## config.mk

```make
export PLATFORM = sky130hd
export DESIGN_NAME = uart_rx_fifo_flat
export DESIGN_NICKNAME = d
export VERILOG_FILES = /design/src/rtl/uart_pkg.sv /design/src/rtl/uart_rx_fifo_if.sv /design/src/rtl/uart_rx_fifo.sv /design/src/flat_wrapper.sv
export SDC_FILE = /design/constraint.sdc
export NUM_CORES = 1
export LEC_CHECK = 0
export ABC_CLOCK_PERIOD_IN_PS = 7500
export CELL_PAD_IN_SITES_DETAIL_PLACEMENT = 1
export CELL_PAD_IN_SITES_GLOBAL_PLACEMENT = 1
export CORE_MARGIN = 2
export CORE_UTILIZATION = 36
export CTS_CLUSTER_DIAMETER = 120
export CTS_CLUSTER_SIZE = 8
export DETAILED_ROUTE_END_ITERATION = 16
export PLACE_DENSITY = 0.57
export SLEW_MARGIN = 5
export SYNTH_ARGS = -nofsm -noshare
export SYNTH_HDL_FRONTEND = slang
export SYNTH_SLANG_ARGS = --single-unit
export TNS_END_PERCENT = 100
```

## constraint.sdc

```tcl
create_clock -name clk -period 7.5 [get_ports clk]
set_input_delay 1.5 -clock clk [delete_from_list [all_inputs] [get_ports clk]]
set_output_delay 1.5 -clock clk [all_outputs]
set_load 0.03 [all_outputs]
```

## src/rtl/uart_pkg.sv

```systemverilog
// Shared UART constants used by the receiver, transmitter and byte FIFOs.
// Depth helpers are kept here so every FIFO sizes its pointers the same way.
package uart_pkg;

  localparam int UART_DATA_W     = 8;
  localparam int UART_FIFO_DEPTH = 16;

  typedef logic [UART_DATA_W-1:0] uart_byte_t;

  function automatic int fifo_aw(input int depth);
    return $clog2(depth);
  endfunction

endpackage

```

## src/rtl/uart_rx_fifo_if.sv

```systemverilog
// Byte-push and FWFT read-port bundle between UART receiver, RX FIFO and consumer.
// The slave side is the FIFO; the master side drives pushes and pops.
interface uart_rx_fifo_if #(
  parameter int DEPTH = uart_pkg::UART_FIFO_DEPTH
);
  import uart_pkg::*;

  localparam int AW = fifo_aw(DEPTH);

  uart_byte_t din;
  logic       rx_done_tick;
  uart_byte_t rd_data;
  logic       rd_valid;
  logic       rd_ready;
  logic [AW:0] count;
  logic       full;
  logic       overflow;
  logic       clr_overflow;

  modport slave (
    input  din,
    input  rx_done_tick,
    input  rd_ready,
    input  clr_overflow,
    output rd_data,
    output rd_valid,
    output count,
    output full,
    output overflow
  );

  modport master (
    output din,
    output rx_done_tick,
    output rd_ready,
    output clr_overflow,
    input  rd_data,
    input  rd_valid,
    input  count,
    input  full,
    input  overflow
  );

endinterface

```

## src/rtl/uart_rx_fifo.sv

```systemverilog
// Circular byte buffer behind the UART receiver with a first-word-fall-through
// read port; full/empty come from the occupancy count, not pointer equality.
module uart_rx_fifo
  import uart_pkg::*;
#(
  parameter int DEPTH = UART_FIFO_DEPTH
) (
  input  logic clk,
  input  logic reset,
  uart_rx_fifo_if.slave bus
);

  localparam int ADDR_W = fifo_aw(DEPTH);
  localparam int CNT_W  = ADDR_W + 1;
  localparam logic [CNT_W-1:0] CNT_FULL = CNT_W'(DEPTH);

  uart_byte_t        mem_q [DEPTH];
  logic [ADDR_W-1:0] wr_ptr_q, wr_ptr_d;
  logic [ADDR_W-1:0] rd_ptr_q, rd_ptr_d;
  logic [CNT_W-1:0]  count_q, count_d;
  logic              ovf_q, ovf_d;

  logic rd_valid;
  logic full;
  logic pop;
  logic push;
  logic drop;

  assign rd_valid = (count_q != '0);
  assign full     = (count_q == CNT_FULL);
  assign pop      = rd_valid & bus.rd_ready;
  // A full queue still accepts a byte when the head leaves in the same cycle.
  assign push     = bus.rx_done_tick & (~full | pop);
  assign drop     = bus.rx_done_tick & ~push;

  always_comb begin
    wr_ptr_d = wr_ptr_q;
    rd_ptr_d = rd_ptr_q;
    count_d  = count_q;
    ovf_d    = ovf_q;

    if (push) wr_ptr_d = wr_ptr_q + 1'b1;
    if (pop)  rd_ptr_d = rd_ptr_q + 1'b1;

    unique case ({push, pop})
      2'b10:   count_d = count_q + 1'b1;
      2'b01:   count_d = count_q - 1'b1;
      default: count_d = count_q;
    endcase

    if (bus.clr_overflow) ovf_d = 1'b0;
    if (drop)             ovf_d = 1'b1;
  end

  always_ff @(posedge clk) begin
    if (reset) begin
      wr_ptr_q <= '0;
      rd_ptr_q <= '0;
      count_q  <= '0;
      ovf_q    <= 1'b0;
    end else begin
      if (push) mem_q[wr_ptr_q] <= bus.din;
      wr_ptr_q <= wr_ptr_d;
      rd_ptr_q <= rd_ptr_d;
      count_q  <= count_d;
      ovf_q    <= ovf_d;
    end
  end

  assign bus.rd_data  = mem_q[rd_ptr_q];
  assign bus.rd_valid = rd_valid;
  assign bus.count    = count_q;
  assign bus.full     = full;
  assign bus.overflow = ovf_q;

`ifndef SYNTHESIS
  logic [ADDR_W-1:0] ptr_diff;
  assign ptr_diff = wr_ptr_q - rd_ptr_q;

  always_ff @(posedge clk) begin
    if (!reset) begin
      assert (count_q <= CNT_FULL)
        else $error("count %0d above depth", count_q);
      if (count_q != CNT_FULL)
        assert (count_q[ADDR_W-1:0] == ptr_diff && !count_q[ADDR_W])
          else $error("count %0d vs ptr diff %0d", count_q, ptr_diff);
    end
  end
`endif

endmodule

```

## src/flat_wrapper.sv

```systemverilog
// flat-port wrapper written by rule: the top's interface ports become plain ports
module uart_rx_fifo_flat import uart_pkg::*;
#(
  parameter int DEPTH = UART_FIFO_DEPTH
)
  (clk, reset, bus_din, bus_rx_done_tick, bus_rd_ready, bus_clr_overflow, bus_rd_data, bus_rd_valid, bus_count, bus_full, bus_overflow);
  uart_rx_fifo_if #(.DEPTH(DEPTH)) bus_i ();
  input  logic clk;
  input  logic reset;
  input wire logic [$bits(bus_i.din)-1:0] bus_din;
  input wire logic [$bits(bus_i.rx_done_tick)-1:0] bus_rx_done_tick;
  input wire logic [$bits(bus_i.rd_ready)-1:0] bus_rd_ready;
  input wire logic [$bits(bus_i.clr_overflow)-1:0] bus_clr_overflow;
  output wire logic [$bits(bus_i.rd_data)-1:0] bus_rd_data;
  output wire logic [$bits(bus_i.rd_valid)-1:0] bus_rd_valid;
  output wire logic [$bits(bus_i.count)-1:0] bus_count;
  output wire logic [$bits(bus_i.full)-1:0] bus_full;
  output wire logic [$bits(bus_i.overflow)-1:0] bus_overflow;
  assign bus_i.din = bus_din;
  assign bus_i.rx_done_tick = bus_rx_done_tick;
  assign bus_i.rd_ready = bus_rd_ready;
  assign bus_i.clr_overflow = bus_clr_overflow;
  assign bus_rd_data = bus_i.rd_data;
  assign bus_rd_valid = bus_i.rd_valid;
  assign bus_count = bus_i.count;
  assign bus_full = bus_i.full;
  assign bus_overflow = bus_i.overflow;
  uart_rx_fifo #(.DEPTH(DEPTH)) u_core (.clk(clk), .reset(reset), .bus(bus_i));
endmodule
```

==> flow_metrics.tcl <==
set metrics [dict create \
    ctsResizeCount 0 \
    hold_class "register to register" \
    p_sw_uw 631 \
    path_cells "buf_4, mux4_2, a22oi_1, nand2_1, clkdlybuf4s50_1" \
    firstDrtPassIters 4 \
    clock_tree.root_cell "clkbuf_16" \
    crit_path_end_kind "primary output" \
    async_flop_share_pct 0 \
    wl_per_cell_um 22.6 \
    total_power_mw 2.31 \
    clock_sinks 146 \
    maxSlewViolCount 0 \
    internal_power_mw 1.68 \
    wl_met3_um 401 \
    syn_area_um2 5870 \
    maxUsedRoutingLayer "met4" \
    cts_buffer_depth 2 \
    startpoint_type "register" \
    grt-ovfl-total 0 \
    place.gp.congestion 0.707 \
    p_comb_share_pct 23.8 \
    min_period_over_period_pct 60.4 \
    place_area_um2 6370 \
    area_growth_pct 17.9 \
    wl_met2_um 6620 \
    worst_pin_slew_ns 0.843 \
    antenna_found_initial 0 \
    syn-num-nets 343 \
    synth_seq_cells 146 \
    met1_length_um 5940 \
    drt_iter0_drc 198 \
    drive_gt1_share_pct 16.9 \
    setup.worst_path.class "register to primary output" \
    post_synth_num_cell_types 39 \
    design_area_um2 6920 \
    viasPerCell 5.23 \
    rsz0062_at_grt "false" \
    timing.final.crit_period_ns 4.53 \
    dpl.hpwl_um 8310 \
    start_util_pct 36.8 \
    rr_startpoint "u_core.bus.count[3]$_SDFFE_PP0P_" \
    htreeDepth 4 \
    max_stage_delay_ns 0.61 \
    swShare_pct 27.3 \
    drtAntennaViolNets 0 \
    die_y_um 132 \
    postCtsSetupBuffers 0 \
    synth_ff_type "edfxtp_1" \
    clk-insertion-delay-late_ns 0.42 \
    tns_ns 0 \
    path_buf_inv 2 \
    drcViolationCount 0 \
    netlist_instances 321 \
    p_per_area_nw_per_um2 334 \
    required_ns 6.00 \
    synth_enable_flop_cells 128 \
    fin_nets 378 \
    grt_pass1_wl_um 20600 \
    holdBufCountCts 0 \
    cp_slowest_cell "clkdlybuf4s50_1" \
    clock.fmax_ghz 0.221 \
    cp_max_fo 27 \
    ys_seq_area_share_pct 71.6 \
    grt_usage_pct 16.3 \
    grt_max_degree 33 \
    report.final.setup_viol 0 \
    cts_tree "yes" \
    fin_skew_ns 0.00684 \
    hold_viol 0 \
    postSynthAreaPerCell_um2 18.3 \
    power_frac_seq_pct 41.1 \
    die-width_um 132 \
    rows 46 \
    drv_cap 0 \
    cts_buffers 17 \
    clk_pin_slew_ns 0.06 \
    yosysWarnings 0 \
    relSlewSlack_pct 43.7 \
    routed_wl_um 13100 \
    antennaDiodeCount 0 \
    hp-start "u_core.bus.overflow$_SDFFE_PP0P_" \
    status "complete, no violations" \
    p_leak_nw 2.29 \
    portBuffers 28 \
    grt_pass1_vias 3324 \
    clockPowerShare_pct 35.2 \
    core_um2 15900 \
    cp_top_family "buffers and inverters" \
    cp_data_arrival_time_ns 3.03 \
    peakVddDrop_mv 0.170 \
    ios 29 \
    dieArea_um2 17400 \
    num_vias 3043 \
]
## cell usage after synthesis, types with 2 or more instances
cell | n | share of area [%]
edfxtp_1 | 128 | 65
mux4_2 | 32 | 12
dfxtp_1 | 18 | 6.1
a22oi_1 | 16 | 2.0
and3_1 | 16 | 1.7
nor2_1 | 16 | 1.0
nand2_1 | 10 | 0.64
ha_1 | 8 | 1.7
clkbuf_1 | 7 | 0.45
nand2b_1 | 6 | 0.64
inv_1 | 5 | 0.32
mux2i_1 | 5 | 0.85
o21ai_0 | 5 | 0.43
a21oi_1 | 4 | 0.34
nor2b_1 | 4 | 0.43
xnor2_1 | 4 | 0.60
and2_1 | 3 | 0.32
buf_2 | 3 | 0.26
nor3_1 | 3 | 0.26
a211oi_1 | 2 | 0.26
a31oi_1 | 2 | 0.21
buf_1 | 2 | 0.13
buf_6 | 2 | 0.38
nand3_1 | 2 | 0.17
nor3b_2 | 2 | 0.43
o21bai_1 | 2 | 0.26
xor2_1 | 2 | 0.30
## path summary, 6_finish.rpt
path                                      end  slack (ns)  cells after the start
max                            bus_rd_data[5]        2.97                      5
min          u_core.bus.overflow$_SDFFE_PP0P_        0.50                      2
max reg2reg  u_core.bus.count[4]$_SDFFE_PP0P_        4.52                      7
min reg2reg  u_core.bus.overflow$_SDFFE_PP0P_        0.50                      2
## sequential cells by signal (all words and copies together) (netlist names), named ones only
name and cells:
u_core.mem_q 128, u_core.bus.count 5, u_core.rd_ptr_q 4, u_core.wr_ptr_q 4, u_core.bus.overflow 1
## cells in the final DEF (no fill, tap or decap), types with 2 or more instances in the layout
cell / n
a211oi_1: 2
a21oi_1: 4
a22oi_1: 16
a31oi_1: 2
and2_1: 3
and3_1: 16
buf_4: 2
bufinv_16: 3
clkbuf_1: 3
clkbuf_16: 17
clkdlybuf4s50_1: 28
clkinv_1: 3
clkinv_2: 3
dfxtp_1: 17
edfxtp_1: 128
ha_1: 8
inv_1: 5
mux2i_1: 5
mux4_2: 32
nand2_1: 10
nand2b_1: 6
nand3_1: 2
nor2_1: 16
nor2b_1: 4
nor3_1: 3
nor3b_2: 2
o21ai_0: 5
o21bai_1: 2
xnor2_1: 4
xor2_1: 2
## power groups by stage
stage	clock, mW	combinational, mW	sequential (mW)
6_report	0.812	0.549	0.949
5_1_grt	0.861	0.594	0.956
4_1_cts	0.825	0.559	0.950
3_5_place_dp	0	0.555	0.966
3_3_place_gp	0	0.554	0.966
2_1_floorplan	0	0.379	0.970
## stage by stage
stage | setup WS (ns) | hold slack [ns] | instances | utilization [%]
2_1_floorplan | 4.24 | 0.490 | 321 | -
3_3_place_gp | 3.37 | 0.476 | 553 | 39.9
3_5_place_dp | 3.27 | 0.487 | 553 | 39.9
4_1_cts | 2.90 | 0.505 | 582 | 43.4
5_1_grt | 2.73 | 0.532 | 582 | 43.4
6_report | 2.97 | 0.501 | 582 | 43.4
## worst register-to-register path, cell delays in order, from the launching register on
cell       delay [ns]
dfxtp_1          0.38
nor4_2           0.67
a21oi_1          0.39
fa_1             0.52
a21o_1           0.22
a2111oi_0        0.39
o21ai_0          0.13
a31oi_1          0.19
## layout make-up
cell class | instances | area, µm²
Inverter | 5 | 18.8
Multi-Input combinational cell | 156 | 1580
Sequential cell | 146 | 4210
Timing Repair Buffer | 30 | 295
Clock inverter | 9 | 116
Fill cell | 1556 | 9020
Tap cell | 216 | 270
Clock buffer | 20 | 437
## routing by layer
metal  track usage (%)  up-vias
met5                 0        -
met4              6.52        0
met3              4.17       14
met2              27.0       52
met1              20.7     1615
li1                  -     1362
## kinds of logic (layout without fill, tap and decap cells)
family,Yosys count,count (layout),synth area share (%)
DFF,146,146,71.6
and+or+nand+nor,66,66,6.24
muxes,38,38,13.3
AOI/OAI and AO/OA,37,37,4.39
buffers and inverters,19,64,1.53
adders and majority gates,9,9,2.05
xor gates and xnor gates,6,6,0.895
Note: power is estimated with default switching activity, not from simulation.
==> patch, RTL diff (same settings) <==
`UART_FIFO_DEPTH`: 16 -> 32.
--- a/src/rtl/uart_pkg.sv
+++ b/src/rtl/uart_pkg.sv
@@ -5,3 +5,3 @@
   localparam int UART_DATA_W     = 8;
-  localparam int UART_FIFO_DEPTH = 16;
+  localparam int UART_FIFO_DEPTH = 32;
 
Interface: changed (resized bus_count); port bits go from 29 to 30. No check against the original RTL was run, so the function may have changed too.
==> patch against the unedited design <==
- non-clock buffer count is 6 higher
- setup slack worse by 0.93 ns
- sequential cell count is 132 higher
- synthesized area is 90% higher
- routed wire length is 94% higher
- first-iteration DRC count is 110% higher
- via count is 78% higher
- final area is 86% higher
- power is 84% higher
- core utilization is 1.2 points lower
- largest power group unchanged
==> patch: results (changes against the unedited design) <==
- Multi-input combinational area share: 21.89% (-0.92 points)
- Clkbuf count: 51 (+160%)
- RR Startpoint: u_core.bus.count[1]$_SDFFE_PP0P_
- Placer Congestion: 0.7670 (+8.5%)
- Post-Route Utilization: 42.19% (-1.2 points)
- Layout cells sized above 1: 24.76% (+7.8 points)
- Register area share after synthesis: 72.83% (+1.3 points)
- Reg2reg end: u_core.bus.count[5]$_SDFFE_PP0P_
- Non-clock buffers, area share: 2.657% (-1.6 points)
- Filler cells: 2,901 (+86%)
- Compound-Gate Fraction of Synth Area: 2.478% (-1.9 points)
- Clock buf/inv share: 8.299% (+0.31 points)
- Netlist cell types: 49 (+26%)
- Gr usage total: 15.97% (-0.37 points)
- Hpwl dp: 15.39 mm (+85%)
- Status: finished clean
- Clock Latency Late Sink: 0.52 ns (+0.10 ns)
- Vias in the first global route: 5,843 (+76%)
- Pre-CTS WS: 2.417 ns (-0.8504 ns)
- Met2 Resource Use GR: 26.22% (-0.77 points)
- Mux cell area share after synthesis: 17.13% (+3.8 points)
- Clock skew: 0.02377 ns (+0.01693 ns)
- Placed inst area: 11,830 sq um (+86%)
- Fraction of area in registers: 63.02% (+2.3 points)
- Worst reg2reg path depth: 10 (+3)
- Slew HR: 19.83% (-24 points)
- Placed Cells: 956 (+73%)
- Final cell count without fillers: 1,010 (+74%)
patch: changes by cell type after synthesis, moves of 4 or more:
cell	before	now
buf_1	2	7
nor2_1	16	47
edfxtp_1	128	256
dfxtp_1	18	22
inv_1	5	10
buf_4	0	8
mux2_2	0	8
and3_1	16	0
o21ai_0	5	9
a22oi_1	16	0
mux4_2	32	80
patch: kinds of logic after synthesis:
| group | count (synthesis) |
|---|---|
| AND/OR/NAND/NOR | 92 |
| multiplexers | 90 |
| buffers and inverters | 40 |
| adder cells (fa/ha/maj) | 10 |
| XOR/XNOR | 8 |
| flip-flops | 278 |
| AO/OA/AOI/OAI | 36 |
patch: critical path, cell delays in order (launching register included):
cell             delay (ns)
dfxtp_4                0.94
buf_4                  0.51
mux4_2                 0.55
mux4_2                 0.53
mux2_2                 0.31
clkdlybuf4s50_1        0.59
patch: power breakdown:
part / total, uW / internal [uW] / switching, uW
combinational: 830 / 434 / 396
sequential: 1850 / 1730 / 121
clock: 1570 / 959 / 610
